## src/rtl/axis_rr_arbiter.sv

```systemverilog
// Packet-level round-robin arbiter: shares one AXI-stream sink among
// NUM_SRC sources. The grant is held from the first beat of a packet to
// the beat carrying last, then the search pointer moves past the winner.
// The winning index travels with the data on m_axis_id.
module axis_rr_arbiter #(
  parameter int DATA_WIDTH = 8,
  parameter int NUM_SRC    = 4,
  parameter int CNT_W      = 8,
  localparam int ID_W      = $clog2(NUM_SRC)
) (
  input  logic                          clk,
  input  logic                          reset,
  input  logic [NUM_SRC-1:0]            s_axis_valid,
  input  logic [NUM_SRC*DATA_WIDTH-1:0] s_axis_data,
  input  logic [NUM_SRC-1:0]            s_axis_last,
  output logic [NUM_SRC-1:0]            s_axis_ready,
  output logic                          m_axis_valid,
  output logic [DATA_WIDTH-1:0]         m_axis_data,
  output logic                          m_axis_last,
  output logic [ID_W-1:0]               m_axis_id,
  input  logic                          m_axis_ready,
  output logic                          busy,
  output logic [CNT_W-1:0]              beat_cnt
);

  typedef enum logic {IDLE, BUSY} state_t;

  localparam int              LAST_IDX  = NUM_SRC - 1;
  localparam logic [ID_W-1:0] LAST_ID   = LAST_IDX[ID_W-1:0];
  localparam logic [ID_W:0]   NUM_SRC_W = NUM_SRC[ID_W:0];

  state_t                  state, next_state;
  logic [ID_W-1:0]         grant;
  logic [ID_W-1:0]         ptr;
  logic [ID_W-1:0]         pick;
  logic [ID_W:0]           arb_sum;
  logic                    arb_hit;
  logic [NUM_SRC-1:0]      rot_valid;
  logic                    sel_valid;
  logic [DATA_WIDTH-1:0]   sel_data;
  logic                    sel_last;
  logic                    xfer;

  assign xfer = m_axis_valid & m_axis_ready;

  // State register.
  // NOTE: sequential state is written with non-blocking assignments so every
  // flop samples the pre-edge values, independent of block evaluation order.
  always_ff @(posedge clk or negedge reset) begin
    if (!reset) state <= IDLE;
    else        state <= next_state;
  end

  // Next-state logic: one arbitration cycle in IDLE, leave BUSY on the last beat.
  always_comb begin
    next_state = state;
    case (state)
      IDLE:    if (|s_axis_valid) next_state = BUSY;
      BUSY:    if (xfer && sel_last) next_state = IDLE;
      default: next_state = IDLE;
    endcase
  end

  // Round-robin search: rotate the request vector so ptr sits at bit 0, take
  // the lowest set bit, then map it back to a source index modulo NUM_SRC.
  // NOTE: every combinational output gets a default before any branch, so no
  // path leaves a value unassigned and no latch is inferred.
  always_comb begin
    rot_valid = NUM_SRC'({s_axis_valid, s_axis_valid} >> ptr);
    arb_hit   = 1'b0;
    arb_sum   = '0;
    pick      = '0;
    for (int i = 0; i < NUM_SRC; i++) begin
      if (!arb_hit && rot_valid[i]) begin
        arb_hit = 1'b1;
        arb_sum = {1'b0, ptr} + i[ID_W:0];
        if (arb_sum >= NUM_SRC_W) arb_sum = arb_sum - NUM_SRC_W;
        pick    = ID_W'(arb_sum);
      end
    end
  end

  // Grant, pointer and saturating beat counter.
  always_ff @(posedge clk or negedge reset) begin
    if (!reset) begin
      grant    <= '0;
      ptr      <= '0;
      beat_cnt <= '0;
    end else begin
      if (state == IDLE && |s_axis_valid) begin
        grant    <= pick;
        beat_cnt <= '0;
      end
      if (xfer) begin
        if (beat_cnt != '1) beat_cnt <= beat_cnt + 1'b1;
        if (sel_last) ptr <= (grant == LAST_ID) ? '0 : grant + 1'b1;
      end
    end
  end

  // Output logic: mux the granted source onto the sink, route ready back to it.
  always_comb begin
    sel_valid    = 1'b0;
    sel_data     = '0;
    sel_last     = 1'b0;
    for (int i = 0; i < NUM_SRC; i++) begin
      if (grant == i[ID_W-1:0]) begin
        sel_valid = s_axis_valid[i];
        sel_data  = s_axis_data[i*DATA_WIDTH +: DATA_WIDTH];
        sel_last  = s_axis_last[i];
      end
    end
    s_axis_ready = '0;
    m_axis_valid = 1'b0;
    m_axis_data  = '0;
    m_axis_last  = 1'b0;
    m_axis_id    = '0;
    busy         = 1'b0;
    if (state == BUSY) begin
      busy         = 1'b1;
      m_axis_valid = sel_valid;
      m_axis_data  = sel_data;
      m_axis_last  = sel_last;
      m_axis_id    = grant;
      for (int i = 0; i < NUM_SRC; i++) begin
        s_axis_ready[i] = m_axis_ready && (grant == i[ID_W-1:0]);
      end
    end
  end

endmodule

```

## config.mk

```make
export PLATFORM = sky130hd
export DESIGN_NAME = axis_rr_arbiter
export DESIGN_NICKNAME = d
export VERILOG_FILES = /design/src/rtl/axis_rr_arbiter.sv
export SDC_FILE = /design/constraint.sdc
export NUM_CORES = 1
export LEC_CHECK = 0
export ABC_AREA = 1
export BUFFER_PORTS_ARGS = -buffer_cell sky130_fd_sc_hd__buf_2
export CORE_MARGIN = 3
export CORE_UTILIZATION = 40
export DETAILED_ROUTE_END_ITERATION = 16
export PLACE_DENSITY = 0.69
export SYNTH_ARGS = -nofsm -noshare
export SYNTH_HDL_FRONTEND = slang
export SYNTH_SLANG_ARGS = --single-unit
```

## constraint.sdc

```tcl
create_clock -name clk -period 1.8 [get_ports clk]
set_clock_uncertainty 0.05 [all_clocks]
set_input_delay 0.09 -clock clk [delete_from_list [all_inputs] [get_ports clk]]
set_output_delay 0.09 -clock clk [all_outputs]
set_load 0.01 [all_outputs]
```

# Yosys cells after proc, flatten, opt, wreduce, memory -nomap -nowiden
# Index checks and enable logic that the tools add are counted.
dict set report classes {
  add_sub_neg 9
  n_lt_le_gt_ge 4
  eq_ne 4
  shifts 1
  n_mux 36
  n_bitwise 2
  reduce_logical 15
}
# op n
set op_table {}
lappend op_table {{8-bit two-way mux} 8}
lappend op_table {{2-bit two-way mux} 10}
lappend op_table {{1-bit two-way mux} 16}
lappend op_table {{3-bit greater-or-equal comparator, second input constant} 3}
lappend op_table {{1-bit logical AND} 9}
lappend op_table {{8-bit by 1-bit adder with 8-bit output, second input constant} 1}
lappend op_table {{8-bit inequality test, second input constant} 1}
lappend op_table {{8-bit by 2-bit >> shifter with 4-bit output} 1}
lappend op_table {{2-bit by 1-bit subtractor with 2-bit output, second input constant} 4}
lappend op_table {{2-bit by 2-bit adder with 3-bit output, second input constant} 2}
lappend op_table {{2-bit == test, second input constant} 2}
lappend op_table {{4-bit two-way mux} 1}
lappend op_table {{4-bit OR reduction} 1}
lappend op_table {{2-bit by 1-bit adder with 3-bit output, second input constant} 1}
lappend op_table {{2-bit by 3-bit greater-or-equal comparator with 1-bit output, second input constant} 1}
lappend op_table {{1-bit zero test} 3}
lappend op_table {{2-bit by 1-bit adder with 2-bit output, second input constant} 1}
lappend op_table {{2-bit by 1-bit == test with 1-bit output, second input constant} 1}
lappend op_table {{2-bit zero test} 1}
lappend op_table {{1-bit one-hot mux with 2 select lines} 1}
lappend op_table {{2-bit AND reduction} 1}
lappend op_table {{1-bit AND} 1}
lappend op_table {{1-bit NOT} 1}
dict set report word_totals {
  register_bits 13
  input_bits 43
  output_inout_bits 25
  word_cells 75
}

# Longest topological paths before layout
dict set report logic_depth {
  depth_word 11
  mapped_depth 13
}

# Least setup slack after synthesis
# OpenSTA, ideal clock, no wires.
dict set report synth_timing {
  kind {register to register}
  from {reg grant[1]}
  to {reg ptr[0]}
  setup_ns 0.123
  arrival_ns 1.490
  required_time_ns 1.627
  slack_ns 0.137
  path_stages_with_launch 13
  n_path_buf 2
  path_cell_list {dfrtp_1 -> inv_1 -> ha_1 -> buf_6 -> inv_2 -> nand2_2 -> o22ai_1 -> nand2_1 -> nand2_1 -> nand3_2 -> buf_6 -> o21ai_0 -> nand2_1}
}
dict set report synth_via {
  elab_chain_cells 8
  elab_cells_between_ends 16
}
# item line
set synth_lines {}
lappend synth_lines {{start: declaration} 33} ;# logic [ID_W-1:0] grant;
lappend synth_lines {{start signal: assignment} 91} ;# grant <= pick;
lappend synth_lines {{2-bit zero test} 107} ;# if (grant == i[ID_W-1:0]) begin
lappend synth_lines {{1-bit two-way mux (4 in a row)} 107}
lappend synth_lines {{1-bit two-way mux} 119} ;# if (state == BUSY) begin
lappend synth_lines {{1-bit AND} 44} ;# assign xfer = m_axis_valid & m_axis_ready;
lappend synth_lines {{2-bit AND reduction (no source line)} n/a}
lappend synth_lines {{end signal: assignment} 96} ;# if (sel_last) ptr <= (grant == LAST_ID) ? '0 : grant + 1'b1;
lappend synth_lines {{end: declaration} 34} ;# logic [ID_W-1:0] ptr;
# Several ways; a longest one is shown, not always the timed one.
# A chain may end at the register's enable or synchronous reset.

# Final worst setup path
dict set report layout_timing {
  from {reg grant[1]}
  to {out m_axis_data[0]}
}
dict set report layout_via {
  elab_chain_cells 6
  elab_cells_between_ends 9
}
# item line
set layout_lines {}
lappend layout_lines {{2-bit zero test} 107}
lappend layout_lines {{8-bit two-way mux (3 in a row)} 107}
lappend layout_lines {{8-bit two-way mux *} 107}
lappend layout_lines {{8-bit two-way mux *} 119}
lappend layout_lines {{end: declaration} 18} ;# output logic [DATA_WIDTH-1:0] m_axis_data,
# Every way passes the cells marked *; elsewhere a longest branch is shown, timed or not.

==> results.sh <==
export IMPL_cellPowerDensity_nw_per_um2=1410
export IMPL_fmaxAchievable_ghz=0.560
export IMPL_port_buffer_count=67
export IMPL_syn_area_um2=1400
export IMPL_final_core_utilization_pct=63.3
export IMPL_dr_total_vias=1778
export IMPL_setup_reg_to_reg_worst_slack_ns=0.07
export IMPL_share_clk_of_total_power_pct=6.1
export IMPL_worst_path_max_fanout=5
export IMPL_synth_ff_type="dfrtp_1"
export IMPL_cts_sink_count=13
export IMPL_timing_critical_path_from_type="flip-flop"
export IMPL_share_of_total_power_consumed_by_net_switching_pct=50.5
export IMPL_synth_area_leaders="nand2_1 23%, dfrtp_1 23%, nand3_1 7.5%"
export IMPL_worst_r2r_path_cells=13
export IMPL_insertedDiodeCount=0
export IMPL_rows=20
export IMPL_die_h_um=65.1
export IMPL_num_fill_cells=309
export IMPL_grt_pass1_wl_mm=6.61
export IMPL_ctsRootBufferMaster="clkbuf_4"
export IMPL_cts_buffers=3
export IMPL_ys_warn_count=0
export IMPL_drv_cap=0
export IMPL_total_wire_length_mm=4.26
export IMPL_finish_net_count=365
export IMPL_synth_fp_nets=281
export IMPL_yosysTopAreaCellShare_pct=23.3
export IMPL_timing_final_crit_share_pct=99.2
export IMPL_floorplan_die_area_um2=4240
export IMPL_setup_viol=0
export IMPL_timing_final_hold_violations=0
export IMPL_post_place_ws_ns=0.0153
export IMPL_synth_top_area_cell="nand2_1"
export IMPL_areaGrowthSynthToFinish_pct=45.0
export IMPL_slew_headroom_pct=68.8
export IMPL_power_frac_comb_pct=76.9
export IMPL_io_pins=68
export IMPL_clock_tree_buffer_depth=2
export IMPL_result_of_the_run="completed"
export IMPL_synthArstFlopShare_pct=100
export IMPL_sequential_area_share_after_synthesis_pct=23.3
export IMPL_first_pass_iters=4
export IMPL_worst_r2r_endpoint="ptr[1]"
export IMPL_timing_max_transition_violations_final=0
export IMPL_globalRoute_totalOverflow=0
export IMPL_timing_critical_path_required_ns=1.66
export IMPL_layout_drive_gt1_share_pct=37.0
export IMPL_die_x_um=65.1
export IMPL_vias_per_cell=4.94
export IMPL_synthMostInstantiatedCell="nand2_1"
export IMPL_grt_pass1_vias=1540
export IMPL_route_antenna_remaining_nets=0
export IMPL_antenna_found_initial=0
export IMPL_wl_per_cell_um=11.8
export IMPL_power_leakage_nw=1.18
export IMPL_power_share_sequential_pct=16.9
export IMPL_synth_edf_count=0
export IMPL_ys_seq_elements=13
export IMPL_grt_setup_unrepaired="yes"
export IMPL_core_area_um2=3200
export IMPL_timing_setup_tns_ns=0
export IMPL_drcViolationCount=0
export IMPL_routabilityCongestion=0.787
export IMPL_initial_core_util_pct=43.7
export IMPL_postSynthCellCount=233
export IMPL_end_kind="output pin"
export IMPL_clock_tree_from_tritoncts="done"
export IMPL_largest_net_degree_at_the_start_of_global_routing=15
export IMPL_critPathKind="reg -> out"
export IMPL_holdCritPathClass="in -> async"
export IMPL_synth_top_cells_by_count="87 x nand2_1, 22 x inv_1, 21 x nand3_1, 21 x o21ai_0"
export IMPL_drt_first_iter_violations=91
export IMPL_peak_supply_drop_mv=0.768
export IMPL_power_switching_w=0.00144
export IMPL_p_int_w=0.00141
export IMPL_syn_avg_cell_area_um2=6.00
export IMPL_final_setup_worst_slack_ns=0.0136
export IMPL_clock_insertion_delay_worst_skew_ns=0.27
export IMPL_synth_distinct_cells=25
export IMPL_path_clk_slew_ns=0.07
export IMPL_tightest_slew_ns=0.466
export IMPL_global_route_usage_total_pct=19.2
export IMPL_worst_ep_arrival_time_ns=1.65
export IMPL_crit_reg2reg_launch="grant[1]"
export IMPL_cts_htree_levels=1
export IMPL_hpwlAfterDp_mm=3.13
export IMPL_final_period_minus_worst_setup_slack_ns=1.79
flip-flops by register name, indices dropped and copies added (netlist names):
signal	cells
beat_cnt	8
ptr	2
state	1
grant	2
cell usage in the layout (no fill, tap or decap), drive strengths merged:
master and count:
nand2 88, buf 86, o21ai 25, nand3 24
inv 23, nor2 14, dfrtp 13, a21oi 11
a22oi 6, ha 5, xor2 4, clkbuf 4
nand4 3, clkinv 3, xnor2 2, o22ai 1
and2 1, nor3b 1, a31oi 1, dlygate4sd3 1
final cells by class:
class / count / area [um^2] / share of cell area, %
timing repair buffer: 87 / 499 / 24.6
sequential: 13 / 327 / 16.1
multi-input combinational: 186 / 1000 / 49.4
inverter: 25 / 114 / 5.61
clock buffer: 4 / 26.3 / 1.30
tap: 44 / 55.1 / 2.71
timing repair inverter: 1 / 5.00 / 0.247
layer usage:
metal | wire, um | GRT usage, % | up-vias
met5 | 0 | 0 | -
met4 | 0 | 3.37 | 0
met3 | 313 | 4.62 | 0
met2 | 1980 | 33.7 | 60
met1 | 1960 | 24.1 | 792
li1 | - | - | 926
worst max-delay path, cell delays in order (launching register included):
cell	delay (ns)
dfrtp_1	0.41
inv_2	0.11
ha_4	0.16
inv_4	0.04
nand2_4	0.08
clkinv_4	0.08
a22oi_1	0.15
nand2_1	0.06
o21ai_0	0.07
a21oi_1	0.07
buf_2	0.14
power by group through the flow:
stage | clock network [W] | logic [W] | registers (W)
3_5_place_dp | 0 | 0.00176 | 0.000487
3_3_place_gp | 0 | 0.00175 | 0.000485
6_report | 0.000175 | 0.00220 | 0.000483
5_1_grt | 0.000197 | 0.00242 | 0.000503
4_1_cts | 0.000184 | 0.00193 | 0.000475
2_1_floorplan | 0 | 0.00126 | 0.000459
cell families after synthesis:
family	Yosys count	share of synthesized area, %
AOI/OAI and AO/OA	44	17.4
DFF	13	23.3
xor gates and xnor gates	6	3.76
and+or+nand+nor	131	40.6
adders and majority gates	5	4.47
buffers and inverters	34	10.6
through the flow:
step | hold WS, ns | cells | total power (W) | instance area [um^2]
floorplan | -0.256 | 233 | 0.00171 | 1400
global placement | -0.0627 | 341 | 0.00224 | 1780
detailed placement | -0.0580 | 341 | 0.00225 | 1780
CTS | 0.190 | 353 | 0.00259 | 1890
global route | 0.191 | 360 | 0.00312 | 2030
finish | 0.173 | 360 | 0.00285 | 2030
worst max-delay path by stage:
stage                  start              to  slack (ns)  depth (start not counted)
floorplan           grant[1]          ptr[0]        0.14                         12
global placement    grant[0]     beat_cnt[0]        0.09                          8
detailed placement  grant[0]     beat_cnt[1]        0.02                          8
CTS                 grant[0]  m_axis_data[2]       -0.03                          9
global route        grant[1]  m_axis_data[1]       -0.06                         10
finish              grant[1]  m_axis_data[0]        0.01                         10
what timing repair did:
action	in CTS	in global routing
gates cloned	1	1
endpoints found under the setup margin	11	21
buffers inserted	6	6
gates resized for setup	10	29
pin swaps	1	10
hold buffers	1	0
endpoints found under the hold margin	13	0
No activity file was read; power rests on OpenSTA's default activity.
